File: src/rtl/stick_pkg.sv
`default_nettype none
// ============================================================================
// stick_pkg : shared header layout, state encoding for frame_packetizer_mux
// Config macro: STICK_FMUX_TSTAMP_EN (adds a timestamp header word)
// Rev 1.0
// ============================================================================
package stick_pkg;

    localparam logic [7:0] HDR_MAGIC = 8'hA5;

`ifdef STICK_FMUX_TSTAMP_EN
    localparam int HDR_WORDS = 3;
`else
    localparam int HDR_WORDS = 2;
`endif

    localparam int HDR_MAGIC_LSB = 24;
    localparam int HDR_CH_LSB    = 20;
    localparam int HDR_SEQ_LSB   = 0;
    localparam int HDR_LEN_LSB   = 0;

    typedef enum logic [1:0] {
        IDLE  = 2'd0,
        HDR   = 2'd1,
        PAY   = 2'd2,
        DRAIN = 2'd3
    } fmux_state_t;

endpackage
`default_nettype wire

File: src/rtl/frame_packetizer_mux_rr_arbiter.sv
`default_nettype none
// ============================================================================
// rr_arbiter : combinational round-robin pick, search starts just above i_ptr
// Rev 1.0
// ============================================================================
module rr_arbiter #(
    parameter int N_CH = 4
) (
    input  logic [N_CH-1:0] i_req,
    input  logic [3:0]      i_ptr,
    output logic [N_CH-1:0] o_gnt,
    output logic [3:0]      o_idx,
    output logic            o_any
);

    logic       w_hi_any;
    logic [3:0] w_hi_idx;
    logic       w_lo_any;
    logic [3:0] w_lo_idx;

    // Descending scan leaves the lowest requester above and at/below the pointer.
    always_comb begin
        w_hi_any = 1'b0;
        w_hi_idx = '0;
        w_lo_any = 1'b0;
        w_lo_idx = '0;
        for (int c = N_CH - 1; c >= 0; c--) begin
            if (i_req[c] && (4'(c) > i_ptr)) begin
                w_hi_any = 1'b1;
                w_hi_idx = 4'(c);
            end
            if (i_req[c] && (4'(c) <= i_ptr)) begin
                w_lo_any = 1'b1;
                w_lo_idx = 4'(c);
            end
        end
    end

    always_comb begin
        o_any = w_hi_any | w_lo_any;
        o_idx = w_hi_any ? w_hi_idx : w_lo_idx;
        o_gnt = '0;
        for (int c = 0; c < N_CH; c++) begin
            o_gnt[c] = o_any && (o_idx == 4'(c));
        end
    end

endmodule
`default_nettype wire

File: src/rtl/frame_packetizer_mux.sv
`default_nettype none
// ============================================================================
// frame_packetizer_mux : round-robin N_CH frame collector emitting tagged packets
// Config macro: STICK_FMUX_TSTAMP_EN (timestamp header word)
// Rev 1.0
// ============================================================================
module frame_packetizer_mux
    import stick_pkg::*;
#(
    parameter int         N_CH      = 4,
    parameter int         DW        = 32,
    parameter int         MAX_WORDS = 4096,
    parameter int         SZW       = 16,
    parameter logic [7:0] MAGIC     = HDR_MAGIC
) (
    input  logic                sys_clk,
    input  logic                rst,
    input  logic [N_CH-1:0]     i_frame_ready,
    input  logic [N_CH*SZW-1:0] i_frame_size,
    input  logic [N_CH*DW-1:0]  i_in_data,
    input  logic [N_CH-1:0]     i_in_vld,
    output logic [N_CH-1:0]     o_in_rdy,
    output logic [DW-1:0]       o_tx_data,
    output logic                o_tx_vld,
    output logic                o_tx_sop,
    output logic                o_tx_eop,
    input  logic                i_tx_rdy,
    output logic [SZW-1:0]      o_pkt_len,
    output logic [15:0]         o_drop_cnt,
    output logic                o_err_oversize
);

    localparam logic [SZW-1:0] C_MAXW     = SZW'(MAX_WORDS);
    localparam logic [SZW-1:0] C_ONE      = SZW'(1);
    localparam logic [SZW-1:0] C_HDR_LAST = SZW'(HDR_WORDS - 1);

    fmux_state_t               state_q;
    logic [N_CH-1:0]           pend_q;
    logic [N_CH-1:0][SZW-1:0]  size_q;
    logic [3:0]                rr_q;
    logic [3:0]                g_q;
    logic [15:0]               seq_q;
    logic [15:0]               hseq_q;
    logic [15:0]               drop_q;
    logic [SZW-1:0]            fwd_q;
    logic [SZW-1:0]            rem_q;
    logic [SZW-1:0]            cnt_q;
    logic [SZW-1:0]            len_q;
    logic                      err_q;

    logic [N_CH-1:0]           w_gnt;
    logic [3:0]                w_gidx;
    logic                      w_any;
    logic                      w_grant;
    logic [SZW-1:0]            w_size_g;
    logic [SZW-1:0]            w_fwd_g;
    logic [4:0]                w_ndrop;
    logic [16:0]               w_drop_sum;
    logic                      w_pay_vld;
    logic [DW-1:0]             w_pay_data;
    logic [DW-1:0]             w_hdr_word;
    logic                      w_xfer;

    rr_arbiter #(.N_CH(N_CH)) u_arb (
        .i_req (pend_q),
        .i_ptr (rr_q),
        .o_gnt (w_gnt),
        .o_idx (w_gidx),
        .o_any (w_any)
    );

    assign w_grant = (state_q == IDLE) && w_any;
    assign w_fwd_g = (w_size_g > C_MAXW) ? C_MAXW : w_size_g;
    assign w_xfer  = o_tx_vld & i_tx_rdy;

    always_comb begin
        w_size_g   = '0;
        w_pay_vld  = 1'b0;
        w_pay_data = '0;
        for (int c = 0; c < N_CH; c++) begin
            if (w_gidx == 4'(c)) w_size_g = size_q[c];
            if (g_q == 4'(c)) begin
                w_pay_vld  = i_in_vld[c];
                w_pay_data = i_in_data[c*DW +: DW];
            end
        end
    end

    // A pulse on the channel being granted this cycle re-arms it instead of dropping.
    always_comb begin
        w_ndrop = '0;
        for (int c = 0; c < N_CH; c++) begin
            if (i_frame_ready[c] && pend_q[c] && !(w_grant && w_gnt[c])) w_ndrop = w_ndrop + 5'd1;
        end
        w_drop_sum = {1'b0, drop_q} + {12'h0, w_ndrop};
    end

`ifdef STICK_FMUX_TSTAMP_EN
    logic [31:0] ts_free_q;
    logic [31:0] ts_q;

    always_ff @(posedge sys_clk) begin
        if (rst) begin
            ts_free_q <= '0;
            ts_q      <= '0;
        end else begin
            ts_free_q <= ts_free_q + 32'd1;
            if (w_grant) ts_q <= ts_free_q;
        end
    end
`endif

    always_comb begin
        w_hdr_word = '0;
        case (cnt_q[1:0])
            2'd0: begin
                w_hdr_word[HDR_MAGIC_LSB +: 8] = MAGIC;
                w_hdr_word[HDR_CH_LSB +: 4]    = g_q;
                w_hdr_word[HDR_SEQ_LSB +: 16]  = hseq_q;
            end
            2'd1: w_hdr_word[HDR_LEN_LSB +: 16] = 16'(fwd_q);
`ifdef STICK_FMUX_TSTAMP_EN
            2'd2: w_hdr_word = DW'(ts_q);
`endif
            default: ;
        endcase
    end

    always_comb begin
        o_tx_vld  = 1'b0;
        o_tx_data = '0;
        o_tx_sop  = 1'b0;
        o_tx_eop  = 1'b0;
        o_in_rdy  = '0;
        case (state_q)
            HDR: begin
                o_tx_vld  = 1'b1;
                o_tx_data = w_hdr_word;
                o_tx_sop  = (cnt_q == '0);
                o_tx_eop  = (cnt_q == C_HDR_LAST) && (fwd_q == '0);
            end
            PAY: begin
                o_tx_vld  = w_pay_vld;
                o_tx_data = w_pay_data;
                o_tx_eop  = (cnt_q == fwd_q - C_ONE);
                for (int c = 0; c < N_CH; c++) o_in_rdy[c] = (g_q == 4'(c)) && i_tx_rdy;
            end
            DRAIN: begin
                for (int c = 0; c < N_CH; c++) o_in_rdy[c] = (g_q == 4'(c));
            end
            default: ;
        endcase
    end

    always_ff @(posedge sys_clk) begin
        if (rst) begin
            state_q <= IDLE;
            pend_q  <= '0;
            size_q  <= '0;
            rr_q    <= '0;
            g_q     <= '0;
            seq_q   <= '0;
            hseq_q  <= '0;
            drop_q  <= '0;
            fwd_q   <= '0;
            rem_q   <= '0;
            cnt_q   <= '0;
            len_q   <= '0;
            err_q   <= 1'b0;
        end else begin
            for (int c = 0; c < N_CH; c++) begin
                if (w_grant && w_gnt[c]) pend_q[c] <= 1'b0;
                if (i_frame_ready[c] && (!pend_q[c] || (w_grant && w_gnt[c]))) begin
                    pend_q[c] <= 1'b1;
                    size_q[c] <= i_frame_size[c*SZW +: SZW];
                end
            end
            drop_q <= w_drop_sum[16] ? 16'hFFFF : w_drop_sum[15:0];

            case (state_q)
                IDLE: begin
                    if (w_grant) begin
                        state_q <= HDR;
                        g_q     <= w_gidx;
                        rr_q    <= w_gidx;
                        hseq_q  <= seq_q;
                        seq_q   <= seq_q + 16'd1;
                        fwd_q   <= w_fwd_g;
                        rem_q   <= w_size_g - w_fwd_g;
                        len_q   <= SZW'((HDR_WORDS + int'(w_fwd_g)) * 4);
                        cnt_q   <= '0;
                        if (w_size_g > C_MAXW) err_q <= 1'b1;
                    end
                end
                HDR: begin
                    if (w_xfer) begin
                        if (cnt_q == C_HDR_LAST) begin
                            cnt_q   <= '0;
                            state_q <= (fwd_q == '0) ? IDLE : PAY;
                        end else begin
                            cnt_q <= cnt_q + C_ONE;
                        end
                    end
                end
                PAY: begin
                    if (w_xfer) begin
                        if (cnt_q == fwd_q - C_ONE) state_q <= (rem_q == '0) ? IDLE : DRAIN;
                        else                        cnt_q   <= cnt_q + C_ONE;
                    end
                end
                DRAIN: begin
                    if (w_pay_vld) begin
                        rem_q <= rem_q - C_ONE;
                        if (rem_q == C_ONE) state_q <= IDLE;
                    end
                end
                default: state_q <= IDLE;
            endcase
        end
    end

    assign o_pkt_len      = len_q;
    assign o_drop_cnt     = drop_q;
    assign o_err_oversize = err_q;

endmodule
`default_nettype wire

File: config.mk
export PLATFORM = sky130hd
export DESIGN_NAME = frame_packetizer_mux
export DESIGN_NICKNAME = d
export VERILOG_FILES = /design/src/rtl/stick_pkg.sv /design/src/rtl/frame_packetizer_mux_rr_arbiter.sv /design/src/rtl/frame_packetizer_mux.sv
export SDC_FILE = /design/constraint.sdc
export NUM_CORES = 1
export LEC_CHECK = 0
export CELL_PAD_IN_SITES_DETAIL_PLACEMENT = 1
export CELL_PAD_IN_SITES_GLOBAL_PLACEMENT = 1
export CORE_MARGIN = 4
export CORE_UTILIZATION = 33
export CTS_BUF_LIST = sky130_fd_sc_hd__clkbuf_16
export DETAILED_ROUTE_END_ITERATION = 6
export MAX_ROUTING_LAYER = met4
export PLACE_DENSITY_LB_ADDON = 0.05
export SYNTH_ARGS = -nofsm -noshare
export SYNTH_HDL_FRONTEND = slang
export SYNTH_SLANG_ARGS = --single-unit
File: constraint.sdc
create_clock -name sys_clk -period 4.9 [get_ports sys_clk]
set_clock_uncertainty 0.1 [all_clocks]
set_input_delay 0.49 -clock sys_clk [delete_from_list [all_inputs] [get_ports sys_clk]]
set_output_delay 0.49 -clock sys_clk [all_outputs]
set_load 0.01 [all_outputs]
# Yosys cells after proc, flatten, opt, wreduce, memory -nomap -nowiden
# Cells that the tools add are included.
[word_totals]
inputBits = 203
mem_bits_ro = 0
memories = 0
reg_bits = 185
ram_bits = 0
wordCells = 193
latchBits = 0
[op_classes]
mul = 0
add_sub_neg = 10
bitwise_logic = 2
n_eq_ne = 21
shifts = 0
div = 0
n_reduce_logical = 64
n_lt_le_gt_ge = 9
mux = 69
[op_table]
columns = ["op", "count"]
rows = [
  ["16-bit 2-to-1 mux", 13],
  ["32-bit 2-to-1 mux", 4],
  ["16-bit case mux with 2 select lines", 2],
  ["32-bit case mux with 2 select lines", 1],
  ["16-bit logical NOT", 3],
  ["16-bit case mux with 3 select lines", 1],
  ["2-bit 2-to-1 mux", 18],
  ["1-bit logical AND", 34],
  ["16-bit by 1-bit adder with 16-bit output, second input constant", 2],
  ["16-bit by 1-bit equality test with 1-bit output, second input constant", 2],
  ["16-bit by 1-bit subtractor with 16-bit output, second input constant", 2],
  ["1-bit 2-to-1 mux", 22],
  ["16-bit by 5-bit adder with 17-bit output", 1],
  ["16-bit equality test", 1],
  ["4-bit by 2-bit equality test with 1-bit output, second input constant", 4],
  ["16-bit by 13-bit greater-than comparator with 1-bit output, second input constant", 1],
  ["2-bit != test, second input constant", 8],
  ["16-bit subtractor", 1],
  ["5-bit by 1-bit adder with 5-bit output, second input constant", 3],
  ["5-bit 2-to-1 mux", 3],
  ["2-bit by 14-bit adder with 14-bit output, first input constant", 1],
  ["12-bit 2-to-1 mux", 1],
  ["2-bit nonzero test", 5],
  ["4-bit by 1-bit equality test with 1-bit output, second input constant", 2],
  ["20 further kinds", 40],
]

# Longest topological paths before layout
[logic_depth]
depth_word = 21
depth_mapped = 27

# Modules after synthesis
# A second synthesis with hierarchy kept.
[unflattened]
hier_cells = 1415
area_unflattened_um2 = 10780.3
[modules_own_cells]
columns = ["mod", "cells_per_inst", "seq_area_each_um2", "area_each_um2", "instances"]
rows = [
  ["frame_packetizer_mux", 1381, 3683.5, 10561.4, 1],
  ["rr_arbiter", 34, 0.0, 219.0, 1],
]

# Least setup slack after synthesis
# OpenSTA, ideal clock, no wires.
[synth_path]
path_type = "reg2reg"
from = "reg, netlist name g_q[1]"
to = "reg drop_q[9] (netlist: o_drop_cnt[9])"
n_path_buf = 5
synth_period_minus_slack_ns = 4.830
arrival_ns = 4.597
required_ns = 4.667
setup_time_ns = 0.133
stages_incl_launch_ff = 24
setup_slack_ns = 0.070
cell_sequence = "dfxtp_1 -> buf_4 -> and3b_1 -> buf_2 -> o31ai_2 -> buf_6 -> buf_6 -> buf_2 -> nand2_1 -> o21ai_0 -> nor2_1 -> ha_1 -> xnor2_1 -> ha_1 -> mux2_2 -> ha_1 -> a21o_1 -> a21oi_1 -> nor2b_1 -> o21ai_0 -> nor2_1 -> nand3_1 -> xor2_1 -> a21oi_1"
[synth_rtl]
columns = ["item", "line_no", "source"]
rows = [
  ["to (signal assigned)", "frame_packetizer_mux.sv:178", "drop_q <= w_drop_sum[16] ? 16'hFFFF : w_drop_sum[15:0];"],
  ["to (decl)", "frame_packetizer_mux.sv:44", "logic [15:0] drop_q;"],
]

# Worst setup path in the final report
[layout_path]
from = "reg pend_q[3]"
to = "reg len_q[13] (netlist: o_pkt_len[13])"
[layout_between]
elab_chain_len = 14
word_cells_on_any_way = 33
cone_classes = "1 x add/sub; 1 x order compare; 3 x eq/ne; 22 x mux; 1 x bitwise; 5 x reduce/logical"
[layout_rtl]
columns = ["item", "line_no", "source"]
rows = [
  ["from (decl)", "frame_packetizer_mux.sv:38", "logic [N_CH-1:0] pend_q;"],
  ["from (signal assigned)", "frame_packetizer_mux.sv:158", "pend_q <= '0;"],
  ["from (signal, indexed assignment)", "frame_packetizer_mux.sv:172", "if (w_grant && w_gnt[c]) pend_q[c] <= 1'b0;"],
  ["from (signal, indexed assignment)", "frame_packetizer_mux.sv:174", "pend_q[c] <= 1'b1;"],
  ["1-bit logical AND, on equally long branches", "frame_packetizer_mux_rr_arbiter.sv:32, frame_packetizer_mux_rr_arbiter.sv:28", ""],
  ["2-bit 2-to-1 mux, or another cell as far along (4 in series)", "frame_packetizer_mux_rr_arbiter.sv:32", "if (i_req[c] && (4'(c) <= i_ptr)) begin"],
  ["2-bit 2-to-1 mux *", "frame_packetizer_mux_rr_arbiter.sv:41", "o_idx = w_hi_any ? w_hi_idx : w_lo_idx;"],
  ["4-bit logical NOT", "frame_packetizer_mux.sv:81", "if (w_gidx == 4'(c)) w_size_g = size_q[c];"],
  ["16-bit 2-to-1 mux (3 in series)", "frame_packetizer_mux.sv:81", ""],
  ["16-bit 2-to-1 mux *", "frame_packetizer_mux.sv:81", ""],
  ["16-bit by 13-bit greater-than comparator with 1-bit output", "frame_packetizer_mux.sv:73", "assign w_fwd_g = (w_size_g > C_MAXW) ? C_MAXW : w_size_g;"],
  ["16-bit 2-to-1 mux *", "frame_packetizer_mux.sv:73", ""],
  ["net w_fwd_g[2]", "frame_packetizer_mux.sv:56", "logic [SZW-1:0] w_fwd_g;"],
  ["2-bit by 14-bit adder with 14-bit output *", "frame_packetizer_mux.sv:190", "len_q <= SZW'((HDR_WORDS + int'(w_fwd_g)) * 4);"],
  ["to (signal assigned)", "frame_packetizer_mux.sv:190", ""],
  ["to (decl)", "frame_packetizer_mux.sv:48", "logic [SZW-1:0] len_q;"],
]
# Mark *: on every way through the listed nets, which the timed path passes. The rest lies on a longest branch.
# A chain may end at the register's enable or synchronous reset.

==> summary.txt <==
Outcome
  • Status: finished, final reports clean

Route
  • DR pass1 iterations: 5
  • Vias per cell: 5.58
  • Antenna-violating nets left: 0
  • Via count: roughly 11,000
  • First DRT Iteration DRCs: just over 600
  • Total Wirelength: 45,000 um
  • Residual DRC count: 0
  • Average wire per standard cell: 22.0 um

GRT
  • Largest net degree at the start of global routing: 74
  • GR Overflow Total: 0
  • First-pass GRT wire length: 68,100 um
  • Vias in the first global route: 11,600
  • Initial antenna violation count: 0
  • Tot GR Track Use: 24.5%

Synthesis
  • Xor/xnor share of the synthesized area: 4.27%
  • Most used DFF post-synth: dfxtp_1
  • Async set or reset register ratio after synthesis: 0%
  • Most frequent cells after synthesis: 209 x nand2_1, 182 x dfxtp_1, 154 x a21oi_1, 94 x clkbuf_1, 90 x nor2_1
  • Count leader, synth: nand2_1
  • Ys Warns: 0
  • #FFs+latches synth: 182
  • Simple-gate share of the synthesized area: a little under a quarter
  • Largest cells by area after synthesis: dfxtp_1 33%, nand2_1 7.1%, a21oi_1 7.0%
  • Synth Cell Area: 0.0111 mm2
  • Post-Synth Adder-Cell Area: under 10%
  • Compound-gate portion of the synthesized area: between 20% and 30%
  • Combinational family with the most area after synthesis: simple AND/OR/NAND/NOR gates
  • Post-synthesis sequential area ratio: 32.9%
  • Syn_area_per_cell: 8.12 um2
  • Post-synth EDFFs: 0
  • Cells after Synth: 1,365
  • Mux contribution to synthesized area: 11.2%
  • Yosys top cell area share: 32.9%
  • Synth area leader: dfxtp_1
  • Netlist cell types: about 80

Pwr
  • Worst vdd ir: 0.000209 V
  • Cell Pwr Density: 421 mW/mm2
  • Flop pwr share: between 20 and 30%
  • Leakage: 5.34 nW
  • Sw Ratio: 43.1%
  • Psw: roughly 2.7 mW
  • Clock power frac: 23.3%
  • Combinational Power Share: a little under half
  • Internal power: 3.57 mW

Worst hold path
  • Worst Hold Class: register to register

STA
  • Slew HR: 30.0%
  • Final min period: 4.58 ns
  • Fin. Hold Viols: 0
  • Slew of the pin with the lowest slew margin: 1.05 ns
  • Pins Over Slew Limit: 0
  • Fmax: 0.218 GHz
  • Setup slack after layout: ~0.32 ns
  • Period Utilization, post-route: 93.6%
  • Final setup viols: 0

Flow run
  • Max cap viols: 0

Layout
  • Antenna Cells: 0
  • Finished Layout Cells: just over 2,000
  • Ratio of cells with drive above 1 in the final layout: 8.88%
  • Final nets: 1,812
  • P&R area growth vs syn: 34.1%
  • Filler cells: 3,925

Floorplan
  • Die X: about 190 um
  • Die area: ~0.037 mm2
  • Core ar.: 0.0329 mm2
  • I/O Pins: 275
  • FP Rows: 66
  • Starting Density: ~34%
  • Die Span Y: 191 um

Clocking
  • Sink Count: 182
  • Inserted Clock Buffers: 17
  • TritonCTS clock tree: yes
  • Clk_lat worst skew: 0.45 ns
  • Hold_buf cts: 0
  • Clk slew on worst S/H paths: 0.08 ns
  • CTS Root Cell: clkbuf_16
  • H-Tree Level Count: 4
  • Largest buffer count on any clock path: 2

Place
  • Dpl ws: -0.0803 ns
  • Gpl congestion: 0.830
  • Placed cell count: ~2,000
  • Buffers added on ports: 272
  • HPWL Detailed: 34,400 um

Critical path
  • CP Capture Type: register
  • Worst Path Max Fanout: 14
  • CP Class: register to register
  • Worst Setup Start Kind: register
  • Crit path DAT: between 4 and 5 ns
  • R2R Setup Slk: ~0.32 ns
  • Critical Path RT: 5.18 ns
## what timing repair did
item                       CTS  global route
setup endpoints to repair   15            19
buffers inserted             0             2
resized for setup            2             8
cloned                       0             0
pin swaps                    0             1
## flip-flops by register name (all words and copies together), names as in the netlist, 2 cells and up
| signal | flops |
|---|---|
| state_q | 2 |
| seq_q | 16 |
| o_pkt_len | 13 |
| fwd_q | 16 |
| o_drop_cnt | 16 |
| hseq_q | 16 |
| rem_q | 16 |
| g_q | 2 |
| cnt_q | 16 |
| size_q | 64 |
| pend_q | 4 |
## per-stage QoR
| stage | hold WS, ns | cell area, um2 | util, % | setup TNS, ns | total power, mW |
|---|---|---|---|---|---|
| after floorplan | 0.333 | 11100 | - | 0 | 3.72 |
| after global placement | 0.344 | 14200 | 43.2 | 0 | 4.78 |
| after detailed placement | 0.348 | 14200 | 43.2 | -0.674 | 4.82 |
| after CTS | 0.360 | 14800 | 45.1 | 0 | 6.31 |
| after global routing | 0.381 | 14900 | 45.2 | -0.000316 | 6.65 |
| final | 0.357 | 14900 | 45.2 | 0 | 6.26 |
## final timing paths
kind / to / from / cells past startpoint
min: size_q[5] / size_q[5] / 2
max reg2reg: o_pkt_len[13] / pend_q[3] / 13
max: o_pkt_len[13] / pend_q[3] / 13
min reg2reg: size_q[5] / size_q[5] / 2
## cell families (layout without fill, tap and decap cells)
group	Yosys count	count (layout)
xor gates and xnor gates	54	54
adders and majority gates	23	23
and+or+nand+nor	523	523
other	1	4
muxes	84	84
DFF	182	182
AOI/OAI and AO/OA	351	351
buffers and inverters	147	378
## power by group through the flow
stage,Combinational (mW),Sequential [mW],Clock [mW]
finish,2.95,1.85,1.46
global route,3.22,1.88,1.55
CTS,2.95,1.85,1.50
detailed placement,2.94,1.88,0
global placement,2.91,1.88,0
floorplan,1.92,1.80,0
## layout by cell type (no fill, tap or decap), drive strengths merged, types with 30 or more instances in the layout
cell type        n
a21oi          155
and3            30
buf             40
clkdlybuf4s50  271
dfxtp          182
inv             42
mux2i           48
mux4            32
nand2          209
nand3           33
nor2            90
nor2b           31
o21ai           56
## critical path: stages (launching register included)
cell and delay (ns):
dfxtp_1 0.42, or2_2 0.32, o31ai_4 0.13, buf_4 0.20, a2111oi_2 0.46, o22ai_1 0.28, or4_1 0.62, or4_1 0.68
nand2_1 0.27, and2_1 0.17, ha_1 0.25, nand4_1 0.18, a211oi_2 0.26, mux2i_1 0.19
## per-layer routing
layer,track usage (%),vias to the layer above,part of all wire [%]
met5,-,-,0
met4,5.36,0,1.6
met3,4.24,31,5.9
met2,43.9,358,51
met1,28.7,5604,42
li1,-,5386,-
## final cells by class
| class | instances | area (um2) | share of cell area [%] |
|---|---|---|---|
| Clock inverter | 15 | 195 | 1.31 |
| Clock buffer | 17 | 425 | 2.86 |
| Tap cell | 442 | 553 | 3.72 |
| Multi-Input combinational cell | 1039 | 6900 | 46.4 |
| Timing Repair Buffer | 311 | 3020 | 20.3 |
| Sequential cell | 182 | 3650 | 24.5 |
| Inverter | 35 | 131 | 0.884 |
Note: power is estimated with default switching activity, not from simulation.
